$ cat src/rtl/spi_slave_if.sv
// -----------------------------------------------------------------------------
// spi_slave_if
//
// SPI slave front-end placed between an SPI master and the RAM/register block.
// Each frame is 2 command bits followed by a DATA_W-bit payload. The frame is
// sampled on rising clk while ss_n is low. A read-address frame arms a later
// read-data frame. That read-data frame then returns DATA_W bits on MISO after a
// tx_valid/tx_ready handshake.
//
// Parameters
//   DATA_W     payload bits per frame (>= 2); a frame is DATA_W+2 bits long
//   LSB_FIRST  0: payload MSB-first on MOSI and MISO, 1: LSB-first
//
// Ports
//   clk                 system clock, also the SPI bit clock (rising edge)
//   rst_n               asynchronous active-low reset
//   ss_n                slave select, active low
//   MOSI                serial data in
//   MISO                serial data out (0 whenever not shifting)
//   rx_data             last complete frame {cmd[1:0], payload}
//   rx_valid            one-cycle strobe: rx_data was just loaded
//   tx_data             read data to return on MISO
//   tx_valid            tx_data is valid
//   tx_ready            slave can accept tx_data
//   frame_err           one-cycle strobe: ss_n rose during an unfinished frame
//   dbg_state_o         current FSM state (debug)
//   dbg_rd_addr_seen_o  read-address frame seen, read-data pending (debug)
//
// Handshake: tx_data is taken on a rising edge where tx_valid and tx_ready are
// both 1. tx_ready stays high until that edge and tx_valid is ignored while
// tx_ready is 0. Nothing is retracted by the slave except on ss_n rising.
// -----------------------------------------------------------------------------
module spi_slave_if #(
  parameter int          DATA_W    = 8,
  parameter int unsigned LSB_FIRST = 0
) (
  input  logic              clk,
  input  logic              rst_n,
  input  logic              ss_n,
  input  logic              MOSI,
  output logic              MISO,
  output logic [DATA_W+1:0] rx_data,
  output logic              rx_valid,
  input  logic [DATA_W-1:0] tx_data,
  input  logic              tx_valid,
  output logic              tx_ready,
  output logic              frame_err,
  output logic [2:0]        dbg_state_o,
  output logic              dbg_rd_addr_seen_o
);

  localparam logic [2:0] IDLE      = 3'd0;
  localparam logic [2:0] CHK_CMD   = 3'd1;
  localparam logic [2:0] WRITE     = 3'd2;
  localparam logic [2:0] READ_ADD  = 3'd3;
  localparam logic [2:0] READ_DATA = 3'd4;

  // Transmit sub-phase inside READ_DATA once the frame itself is complete.
  localparam logic [1:0] TX_NONE  = 2'd0;
  localparam logic [1:0] TX_WAIT  = 2'd1;
  localparam logic [1:0] TX_SHIFT = 2'd2;
  localparam logic [1:0] TX_DONE  = 2'd3;

  localparam int CNT_W    = $clog2(DATA_W + 3);
  localparam int TX_CNT_W = $clog2(DATA_W + 1);

  localparam logic [CNT_W-1:0]    FRAME_LEN = CNT_W'(DATA_W + 2);
  localparam logic [CNT_W-1:0]    LAST_BIT  = CNT_W'(DATA_W + 1);
  localparam logic [CNT_W-1:0]    CMD0_BIT  = CNT_W'(1);
  localparam logic [TX_CNT_W-1:0] TX_LEN    = TX_CNT_W'(DATA_W);

  logic [2:0]          state_q, state_d;
  logic [CNT_W-1:0]    bit_cnt_q, bit_cnt_d;     // frame bits sampled so far
  logic                cmd1_q, cmd1_d;
  logic                cmd0_q, cmd0_d;
  logic [DATA_W-1:0]   pay_q, pay_d;
  logic [DATA_W+1:0]   rx_data_q, rx_data_d;
  logic                rx_valid_q, rx_valid_d;
  logic                rd_seen_q, rd_seen_d;
  logic [1:0]          tx_phase_q, tx_phase_d;
  logic [DATA_W-1:0]   tx_sr_q, tx_sr_d;
  logic [TX_CNT_W-1:0] tx_cnt_q, tx_cnt_d;      // MISO bits driven so far
  logic                miso_q, miso_d;
  logic                frame_err_q, frame_err_d;

  // Bit-order dependent shift helpers.
  logic [DATA_W-1:0] pay_shift;
  logic              tx_load_bit;
  logic [DATA_W-1:0] tx_load_sr;
  logic              tx_next_bit;
  logic [DATA_W-1:0] tx_next_sr;

  always_comb begin
    if (LSB_FIRST != 0) begin
      pay_shift   = {MOSI, pay_q[DATA_W-1:1]};
      tx_load_bit = tx_data[0];
      tx_load_sr  = tx_data >> 1;
      tx_next_bit = tx_sr_q[0];
      tx_next_sr  = tx_sr_q >> 1;
    end else begin
      pay_shift   = {pay_q[DATA_W-2:0], MOSI};
      tx_load_bit = tx_data[DATA_W-1];
      tx_load_sr  = tx_data << 1;
      tx_next_bit = tx_sr_q[DATA_W-1];
      tx_next_sr  = tx_sr_q << 1;
    end
  end

  always_comb begin
    state_d     = state_q;
    bit_cnt_d   = bit_cnt_q;
    cmd1_d      = cmd1_q;
    cmd0_d      = cmd0_q;
    pay_d       = pay_q;
    rx_data_d   = rx_data_q;
    rx_valid_d  = 1'b0;
    rd_seen_d   = rd_seen_q;
    tx_phase_d  = tx_phase_q;
    tx_sr_d     = tx_sr_q;
    tx_cnt_d    = tx_cnt_q;
    miso_d      = 1'b0;
    frame_err_d = 1'b0;

    if (ss_n) begin
      // Deselect wins over everything, including a same-edge handshake.
      state_d    = IDLE;
      bit_cnt_d  = '0;
      tx_phase_d = TX_NONE;
      if (state_q != IDLE) begin
        if (bit_cnt_q != FRAME_LEN) begin
          frame_err_d = 1'b1;
        end else if (state_q == READ_DATA) begin
          if (tx_phase_q == TX_SHIFT && tx_cnt_q == TX_LEN) begin
            // Last MISO bit already spent its full cycle on the line.
            rd_seen_d = 1'b0;
          end else if (tx_phase_q != TX_DONE) begin
            frame_err_d = 1'b1;
          end
        end
      end
    end else begin
      case (state_q)
        IDLE: begin
          state_d   = CHK_CMD;
          bit_cnt_d = '0;
        end
        CHK_CMD: begin
          cmd1_d    = MOSI;
          bit_cnt_d = CMD0_BIT;
          if (!MOSI)          state_d = WRITE;
          else if (rd_seen_q) state_d = READ_DATA;
          else                state_d = READ_ADD;
        end
        WRITE, READ_ADD, READ_DATA: begin
          if (bit_cnt_q != FRAME_LEN) begin
            bit_cnt_d = bit_cnt_q + CNT_W'(1);
            if (bit_cnt_q == CMD0_BIT) cmd0_d = MOSI;
            else                       pay_d  = pay_shift;
            if (bit_cnt_q == LAST_BIT) begin
              rx_data_d  = {cmd1_q, cmd0_q, pay_shift};
              rx_valid_d = 1'b1;
              if (state_q == READ_ADD) rd_seen_d = 1'b1;
            end
          end else if (state_q == READ_DATA) begin
            case (tx_phase_q)
              TX_NONE: tx_phase_d = TX_WAIT;
              TX_WAIT: begin
                if (tx_valid) begin
                  miso_d     = tx_load_bit;
                  tx_sr_d    = tx_load_sr;
                  tx_cnt_d   = TX_CNT_W'(1);
                  tx_phase_d = TX_SHIFT;
                end
              end
              TX_SHIFT: begin
                if (tx_cnt_q == TX_LEN) begin
                  tx_phase_d = TX_DONE;
                  rd_seen_d  = 1'b0;
                end else begin
                  miso_d   = tx_next_bit;
                  tx_sr_d  = tx_next_sr;
                  tx_cnt_d = tx_cnt_q + TX_CNT_W'(1);
                end
              end
              default: ;
            endcase
          end
          // WRITE / READ_ADD past the frame: extra MOSI bits are ignored.
        end
        default: state_d = IDLE;
      endcase
    end
  end

  always_ff @(posedge clk or negedge rst_n) begin
    if (!rst_n) begin
      state_q     <= IDLE;
      bit_cnt_q   <= '0;
      cmd1_q      <= 1'b0;
      cmd0_q      <= 1'b0;
      pay_q       <= '0;
      rx_data_q   <= '0;
      rx_valid_q  <= 1'b0;
      rd_seen_q   <= 1'b0;
      tx_phase_q  <= TX_NONE;
      tx_sr_q     <= '0;
      tx_cnt_q    <= '0;
      miso_q      <= 1'b0;
      frame_err_q <= 1'b0;
    end else begin
      state_q     <= state_d;
      bit_cnt_q   <= bit_cnt_d;
      cmd1_q      <= cmd1_d;
      cmd0_q      <= cmd0_d;
      pay_q       <= pay_d;
      rx_data_q   <= rx_data_d;
      rx_valid_q  <= rx_valid_d;
      rd_seen_q   <= rd_seen_d;
      tx_phase_q  <= tx_phase_d;
      tx_sr_q     <= tx_sr_d;
      tx_cnt_q    <= tx_cnt_d;
      miso_q      <= miso_d;
      frame_err_q <= frame_err_d;
    end
  end

  assign MISO               = miso_q;
  assign rx_data            = rx_data_q;
  assign rx_valid           = rx_valid_q;
  assign tx_ready           = (tx_phase_q == TX_WAIT);
  assign frame_err          = frame_err_q;
  assign dbg_state_o        = state_q;
  assign dbg_rd_addr_seen_o = rd_seen_q;

endmodule

$ cat config.mk
export PLATFORM = sky130hd
export DESIGN_NAME = spi_slave_if
export DESIGN_NICKNAME = d
export VERILOG_FILES = /design/src/rtl/spi_slave_if.sv
export SDC_FILE = /design/constraint.sdc
export NUM_CORES = 1
export LEC_CHECK = 0
export BUFFER_PORTS_ARGS = -buffer_cell sky130_fd_sc_hd__buf_2
export CAP_MARGIN = 20
export CORE_MARGIN = 2
export CORE_UTILIZATION = 35
export DETAILED_ROUTE_END_ITERATION = 16
export HOLD_SLACK_MARGIN = 0.15
export PLACE_DENSITY_LB_ADDON = 0.12
export SYNTH_ARGS = -nofsm -noshare
export SYNTH_HDL_FRONTEND = slang
export SYNTH_SLANG_ARGS = --single-unit
$ cat constraint.sdc
create_clock -name clk -period 2.3 [get_ports clk]
set_clock_uncertainty 0.2 [all_clocks]
set_input_delay 0.345 -clock clk [delete_from_list [all_inputs] [get_ports clk]]
set_output_delay 0.345 -clock clk [all_outputs]
set_load 0.005 [all_outputs]
## Word-level counts from Yosys, hierarchy flattened

Index checks and enable logic that the tools add are counted.

- Register bits: 44
- Input bits: 13
- Output and inout port bits: 18
- Word-level logic and storage cells: 112

- $add $sub $neg: 2
- Equal/unequal tests: 24
- Multiplexer cells: 49
- Bitwise operators: 3
- Reduce and logical (&&, ||, !) cells: 21

Operator list:

| operator | count |
|---|---|
| $mux 1 | 28 |
| $mux 4 | 4 |
| $mux 8 | 2 |
| $pmux 8 s2 | 1 |
| $mux 2 | 6 |
| $ne 2x2->1 const B | 6 |
| $pmux 4 s3 | 1 |
| $reduce_and 4->1 | 3 |
| $ne 2x1->1 const B | 5 |
| $reduce_and 10->1 | 1 |
| $mux 3 | 3 |
| $pmux 3 s3 | 1 |
| $reduce_bool 3->1 | 3 |
| $add 4x1->4 const B | 2 |
| $eq 4x4->1 const B | 2 |
| $pmux 4 s2 | 1 |
| $reduce_bool 2->1 | 4 |
| $reduce_bool 4->1 | 2 |
| $reduce_and 7->1 | 1 |
| $eq 3x2->1 const B | 2 |
| $ne 3x3->1 const B | 2 |
| $pmux 2 s3 | 1 |
| $reduce_and 6->1 | 1 |
| $eq 4x1->1 const B | 1 |
| other kinds (13) | 16 |

## Longest topological paths before layout

Gate-level depths: netlist of run 1.

- Depth in word-level cells: 7
- Gate-level depth with buffers: 8
- Mapped depth without buffers: 6

## Worst setup path before layout of run 1

No wires, ideal clock.

- Kind: flip-flop to flip-flop
- From: reg bit_cnt_q[0]
- To: reg tx_phase_q[0]
- Setup time: 0.128 ns
- Arrival time: 1.689 ns
- Path slack: 0.283 ns
- Stages on the path, launching flop included: 8
- Path buffers: 1
- Clock period less this slack: 2.017 ns
- Cells stage by stage: dfrtp_1 inv_1 ha_1 and3b_1 buf_4 nand2_1 a2111oi_4 mux2_1

- Word-level cells in the longest chain between the ends: 3

RTL lines:

| what | RTL line | text |
|---|---|---|
| start, declared | 73 | `logic [CNT_W-1:0] bit_cnt_q, bit_cnt_d;` |
| start signal, assigned | 212 | `bit_cnt_q <= bit_cnt_d;` |
| $ne 4x4->1 | 155 | `if (bit_cnt_q != FRAME_LEN) begin` |
| $ne 2x2->1 (no line) | - |  |
| $reduce_and 6->1 (no line) | - |  |
| end signal, assigned | 219 | `tx_phase_q <= tx_phase_d;` |
| end, declared | 80 | `logic [1:0] tx_phase_q, tx_phase_d;` |

Every way passes these cells.
A chain may end at the register's enable or synchronous reset.

## Worst setup path in the final report of run 1

Ends and elaborated chain as after synthesis.

==> impl_metrics.env, run 1 <==
export IMPL_status="finished, final reports clean"
export IMPL_antenna_found_initial=0
export IMPL_drc=0
export IMPL_worst_setup_path_start_kind="register"
export IMPL_end_kind="register"
export IMPL_die_area_um2=6800
export IMPL_worstSetupPathType="register to register"
export IMPL_instances_no_fill=315
export IMPL_min_to="MISO"
export IMPL_period_share_pct=92.8
export IMPL_ys_seq_area_share_pct=50.0
export IMPL_pin_count=31
export IMPL_ir_drop_uv=297
export IMPL_cts_tree="done"
export IMPL_pwr_share_comb_pct=12.6
export IMPL_pwr_share_seq_pct=52.0
export IMPL_drv_cap=0
export IMPL_grt_pass1_vias=1524
export IMPL_coreArea_um2=5920
export IMPL_hold_path_class="input port to register"
export IMPL_grt_usage_pct=14.4
export IMPL_layout_commonest_cell="dfrtp_1"
export IMPL_clk_pin_slew_ns=0.09
export IMPL_hold_path_depth=3
export IMPL_finalCriticalPeriod_ns=2.13
export IMPL_clkPwrFrac_pct=35.4
export IMPL_clk_path_buf_depth=2
export IMPL_via_per_inst=4.92
export IMPL_wl_um=4340
export IMPL_syn_inst=194
export IMPL_grt_start_max_net_pins=44
export IMPL_clock_sinks=43
export IMPL_ctsHtreeMaxLevel=2
export IMPL_crit_required_ns=2.28
export IMPL_synthFlopType="dfrtp_1"
export IMPL_tns_ns=0
export IMPL_n_antenna_cell=0
export IMPL_syn_avg_cell_area_um2=11.1
export IMPL_drt_iter0_drc=95
export IMPL_dieHeight_um=82.4
export IMPL_insertion_delay_ns=0.30
export IMPL_async_flop_share_pct=100
export IMPL_final_util_pct=44.0
export IMPL_place_congestion=0.778
export IMPL_p_leak_uw=0.00122
export IMPL_synth_cell_types=38
export IMPL_fin_nets=261
export IMPL_area_delta_synth_final_pct=21.1
export IMPL_synth_area_um2=2150
export IMPL_synth_edf_count=0
export IMPL_grt_overflow_total=0
export IMPL_power_density_nw_per_um2=656
export IMPL_wire_per_inst_um=13.8
export IMPL_p_int_uw=1270
export IMPL_arrival_ns=2.12
export IMPL_root_buffer="clkbuf_8"
export IMPL_setup_viol=0
export IMPL_rows=28
export IMPL_synthesis_nets=216
export IMPL_drv_slew=0
export IMPL_final_cell_mix="dfrtp_1, buf_2, o21ai_0, nand2_1, mux2_2"
export IMPL_fp_dieW_um=82.4
export IMPL_relSlewSlack_pct=62.5
export IMPL_final_hold_violation_count=0
export IMPL_port_buffers=30
export IMPL_fmax_mhz=468
export IMPL_switching_share_pct=25.8
export IMPL_ys_seq_elements=43
export IMPL_p_switching_uw=442
export IMPL_grt_first_pass_wirelength_um=7400
export IMPL_via_count=1551
export IMPL_dp_hpwl_um=2990
export IMPL_synth_warnings=0
export IMPL_post_cts_setup_buffers=0
export IMPL_hp_start="tx_data[7]"
export IMPL_first_pass_iters=4
export IMPL_cts_buffers=5
export IMPL_worstMarginPinSlew_ns=0.562
export IMPL_cp_max_fo=4
export IMPL_antenna_left=0
export IMPL_r2r_setup_slack_ns=0.17
export IMPL_grt_setup_unrepaired="no"
export IMPL_r2r_end="tx_phase_q[0]"
export IMPL_start_util_pct=36.4
export IMPL_drive_above_1_share_pct=30.8
export IMPL_placed_cells=301
export IMPL_rr_startpoint="bit_cnt_q[0]"
export IMPL_r2r_cells=6
[kinds of logic after synthesis]
| group | synth area share (%) |
|---|---|
| AND/OR/NAND/NOR | 14.9 |
| flip-flops | 50.0 |
| AO/OA/AOI/OAI | 10.9 |
| multiplexers | 14.6 |
| adder cells (fa/ha/maj) | 5.23 |
| buffers and inverters | 4.42 |
[stage by stage]
step                hold WS [ns]  total power, µW  setup slack (ns)  instance area [µm²]
global placement           0.264             1110             0.195                 2430
CTS                        0.150             1740             0.115                 2610
global route               0.165             1810            0.0266                 2610
detailed placement         0.264             1110             0.143                 2430
finish                     0.164             1710             0.165                 2610
floorplan                 -0.151             1030             0.283                 2150
[state kept, by name, summed over array words and instances (netlist names)]
name / cells
tx_cnt_q: 4
MISO: 1
cmd1_q: 1
tx_sr_q: 7
rx_data: 10
frame_err: 1
cmd0_q: 1
pay_q: 7
tx_phase_q: 2
bit_cnt_q: 4
rx_valid: 1
dbg_rd_addr_seen_o: 1
dbg_state_o: 3
[power groups by stage]
| stage | clock, µW | combinational (µW) | sequential (µW) |
|---|---|---|---|
| after global routing | 655 | 246 | 905 |
| final | 606 | 216 | 889 |
| after global placement | 0 | 207 | 903 |
| after floorplan | 0 | 139 | 887 |
| after detailed placement | 0 | 210 | 903 |
| after CTS | 630 | 220 | 888 |
[worst max-delay path by stage]
stage / from / endpoint
CTS: bit_cnt_q[0] / tx_phase_q[0]
global placement: bit_cnt_q[0] / tx_phase_q[0]
finish: bit_cnt_q[0] / tx_phase_q[0]
floorplan: bit_cnt_q[0] / tx_phase_q[0]
global route: bit_cnt_q[0] / tx_phase_q[0]
detailed placement: bit_cnt_q[0] / tx_phase_q[0]
[metal layers]
metal	vias to the layer above	share of wire, %	track usage (%)
li1	771	-	-
met1	751	49	19.3
met2	24	48	22.9
met3	5	2.6	3.59
met4	0	1.1	4.00
met5	-	0	0
[area by class of cell]
type                    count  area [µm²]
clock buffers               5        68.8
clock inverters             3        43.8
fillers                   564        3310
inverters                  13        48.8
multi-input cells         129         983
flip-flops and latches     43        1080
well taps                  75        93.8
repair buffers             47         293
[worst max-delay path: stages, from the launching register on]
cell       delay, ns
dfrtp_1         0.42
inv_1           0.10
ha_1            0.21
and3b_2         0.26
nand2_1         0.12
a2111oi_4       0.35
mux2_1          0.35
[synth_stat cells, types with 3 or more instances]
cell	number	area (µm²)
a21oi_1	5	25.0
buf_2	4	20.0
clkbuf_1	3	11.3
dfrtp_1	43	1080
ha_1	9	113
inv_1	13	48.8
mux2_2	18	203
mux2i_1	10	100
nand2_1	18	67.6
nand3_1	5	25.0
nor2_1	8	30.0
nor3_1	6	30.0
o21ai_0	19	95.1
[timing repair]
| action | 4_1_cts | 5_1_grt |
|---|---|---|
| setup endpoints to repair | 0 | 1 |
| gates resized for setup | 0 | 1 |
| hold endpoints to repair | 48 | 0 |
| hold buffers | 6 | 0 |
Power figures use the tool's default switching activity.
==> run 2: changes to the inputs <==
- CELL_PAD_IN_SITES_DETAIL_PLACEMENT: not set -> 1
- CELL_PAD_IN_SITES_GLOBAL_PLACEMENT: not set -> 1
==> impl_metrics.env, run 2 (synthesis gave the netlist of run 1 again) <==
export IMPL_hold_path_depth=2
export IMPL_crit_chain="inv_1 > ha_1 > and3b_2 > nand2_1 > a2111oi_4 > mux2_1"
export IMPL_placed_cells=299
export IMPL_power_density_nw_per_um2=620
export IMPL_cp_max_fo=4
export IMPL_arrival_ns=2.15
export IMPL_setup_viol=0
export IMPL_coreArea_um2=5920
export IMPL_cts_tree="done"
export IMPL_ir_drop_uv=240
export IMPL_wire_per_inst_um=14.9
export IMPL_worstMarginPinSlew_ns=0.546
export IMPL_status="finished, final reports clean"
export IMPL_finalCriticalPeriod_ns=2.16
export IMPL_relSlewSlack_pct=63.6
export IMPL_dieHeight_um=82.4
export IMPL_tns_ns=0
export IMPL_antenna_found_initial=0
export IMPL_grt_start_max_net_pins=44
export IMPL_n_antenna_cell=0
export IMPL_via_per_inst=5.14
export IMPL_largest_reg_flops=10
export IMPL_drv_cap=0
export IMPL_r2r_setup_slack_ns=0.14
export IMPL_cts_buffers=5
export IMPL_place_congestion=0.827
export IMPL_drv_slew=0
export IMPL_area_delta_synth_final_pct=20.4
export IMPL_crit_cells=6
export IMPL_worst_path_max_delay_cell="dfrtp_1"
export IMPL_worst_setup_path_start_kind="register"
export IMPL_period_share_pct=94.1
export IMPL_wl_um=4680
export IMPL_layout_commonest_cell="dfrtp_1"
export IMPL_post_cts_setup_buffers=0
export IMPL_start_util_pct=36.4
export IMPL_grt_pass1_vias=1690
export IMPL_path_buf_inv=1
export IMPL_min_to="rx_data[0]"
export IMPL_hp_start="MOSI"
export IMPL_clk_path_buf_depth=2
export IMPL_critPathMaxStageDelay_ns=0.42
export IMPL_worstSetupPathType="register to register"
export IMPL_insertion_delay_ns=0.30
export IMPL_antenna_left=0
export IMPL_fp_dieW_um=82.4
export IMPL_grt_first_pass_wirelength_um=7910
export IMPL_first_pass_iters=4
export IMPL_port_buffers=30
export IMPL_pin_count=31
export IMPL_instances_no_fill=315
export IMPL_rows=28
export IMPL_grt_setup_unrepaired="no"
export IMPL_p_leak_uw=0.00120
export IMPL_clk_pin_slew_ns=0.09
export IMPL_grt_overflow_total=0
export IMPL_fin_nets=261
export IMPL_fmax_mhz=462
export IMPL_ctsHtreeMaxLevel=2
export IMPL_end_kind="register"
export IMPL_via_count=1618
export IMPL_drt_iter0_drc=60
export IMPL_dp_hpwl_um=3430
export IMPL_hold_path_class="input port to register"
export IMPL_drc=0
export IMPL_crit_required_ns=2.29
export IMPL_die_area_um2=6800
export IMPL_crit_family="flip-flops"
export IMPL_drive_above_1_share_pct=30.0
export IMPL_grt_usage_pct=15.5
export IMPL_final_cell_mix="dfrtp_1, buf_2, o21ai_0, nand2_1, mux2_2"
export IMPL_r2r_end="tx_phase_q[0]"
export IMPL_final_hold_violation_count=0
export IMPL_root_buffer="clkbuf_8"
export IMPL_clock_sinks=43
export IMPL_rr_startpoint="bit_cnt_q[0]"
export IMPL_r2r_cells=6
run 2: how the worst max path moves through the flow:
stage / start / to / slack, ns
floorplan: bit_cnt_q[0] / tx_phase_q[0] / 0.28
detailed placement: bit_cnt_q[0] / tx_phase_q[0] / 0.09
global route: bit_cnt_q[0] / tx_phase_q[0] / 0.003
CTS: bit_cnt_q[0] / tx_phase_q[0] / 0.07
finish: bit_cnt_q[0] / tx_phase_q[0] / 0.14
global placement: bit_cnt_q[0] / tx_phase_q[0] / 0.20
run 2: through the flow:
stage / hold WS (ns) / instance area (µm²) / total power, µW / setup WS (ns) / utilization (%)
global placement: 0.256 / 2420 / 1100 / 0.195 / 40.8
global route: 0.162 / 2590 / 1700 / 0.00309 / 43.8
CTS: 0.168 / 2590 / 1640 / 0.0717 / 43.8
floorplan: -0.151 / 2150 / 1030 / 0.283 / -
detailed placement: 0.257 / 2420 / 1120 / 0.0888 / 40.8
finish: 0.172 / 2590 / 1610 / 0.136 / 43.8
run 2: timing repair:
action                     4_1_cts  5_1_grt
gates resized for setup          0        1
setup endpoints to repair        0        2
hold endpoints to repair        50        0
hold buffers                     8        0
run 2: routing by layer:
metal	vias to the layer above	part of all wire [%]	track usage, %
li1	773	-	-
met1	812	44	19.8
met2	27	51	25.7
met3	6	3.1	4.02
met4	0	1.2	5.00
met5	-	0	0
run 2: report_power, final:
part	internal (µW)	switching, µW
logic	113	110
registers	833	52.8
clock network	217	280
run 2: layout make-up:
class / count / area [µm²]
Sequential cell: 43 / 1080
Timing Repair Buffer: 47 / 298
Inverter: 13 / 48.8
Clock buffer: 5 / 68.8
Multi-Input combinational cell: 129 / 983
Clock inverter: 3 / 23.8
Fill cell: 670 / 3330
Tap cell: 75 / 93.8
run 2: worst register-to-register path: cells and delay by family, from the launching register on:
family          cells  cell delay (ns)
buf+inv             1             0.12
flops               1             0.42
fa+ha+maj           1             0.21
simple gates        2             0.39
compound gates      1             0.36
mux                 1             0.35
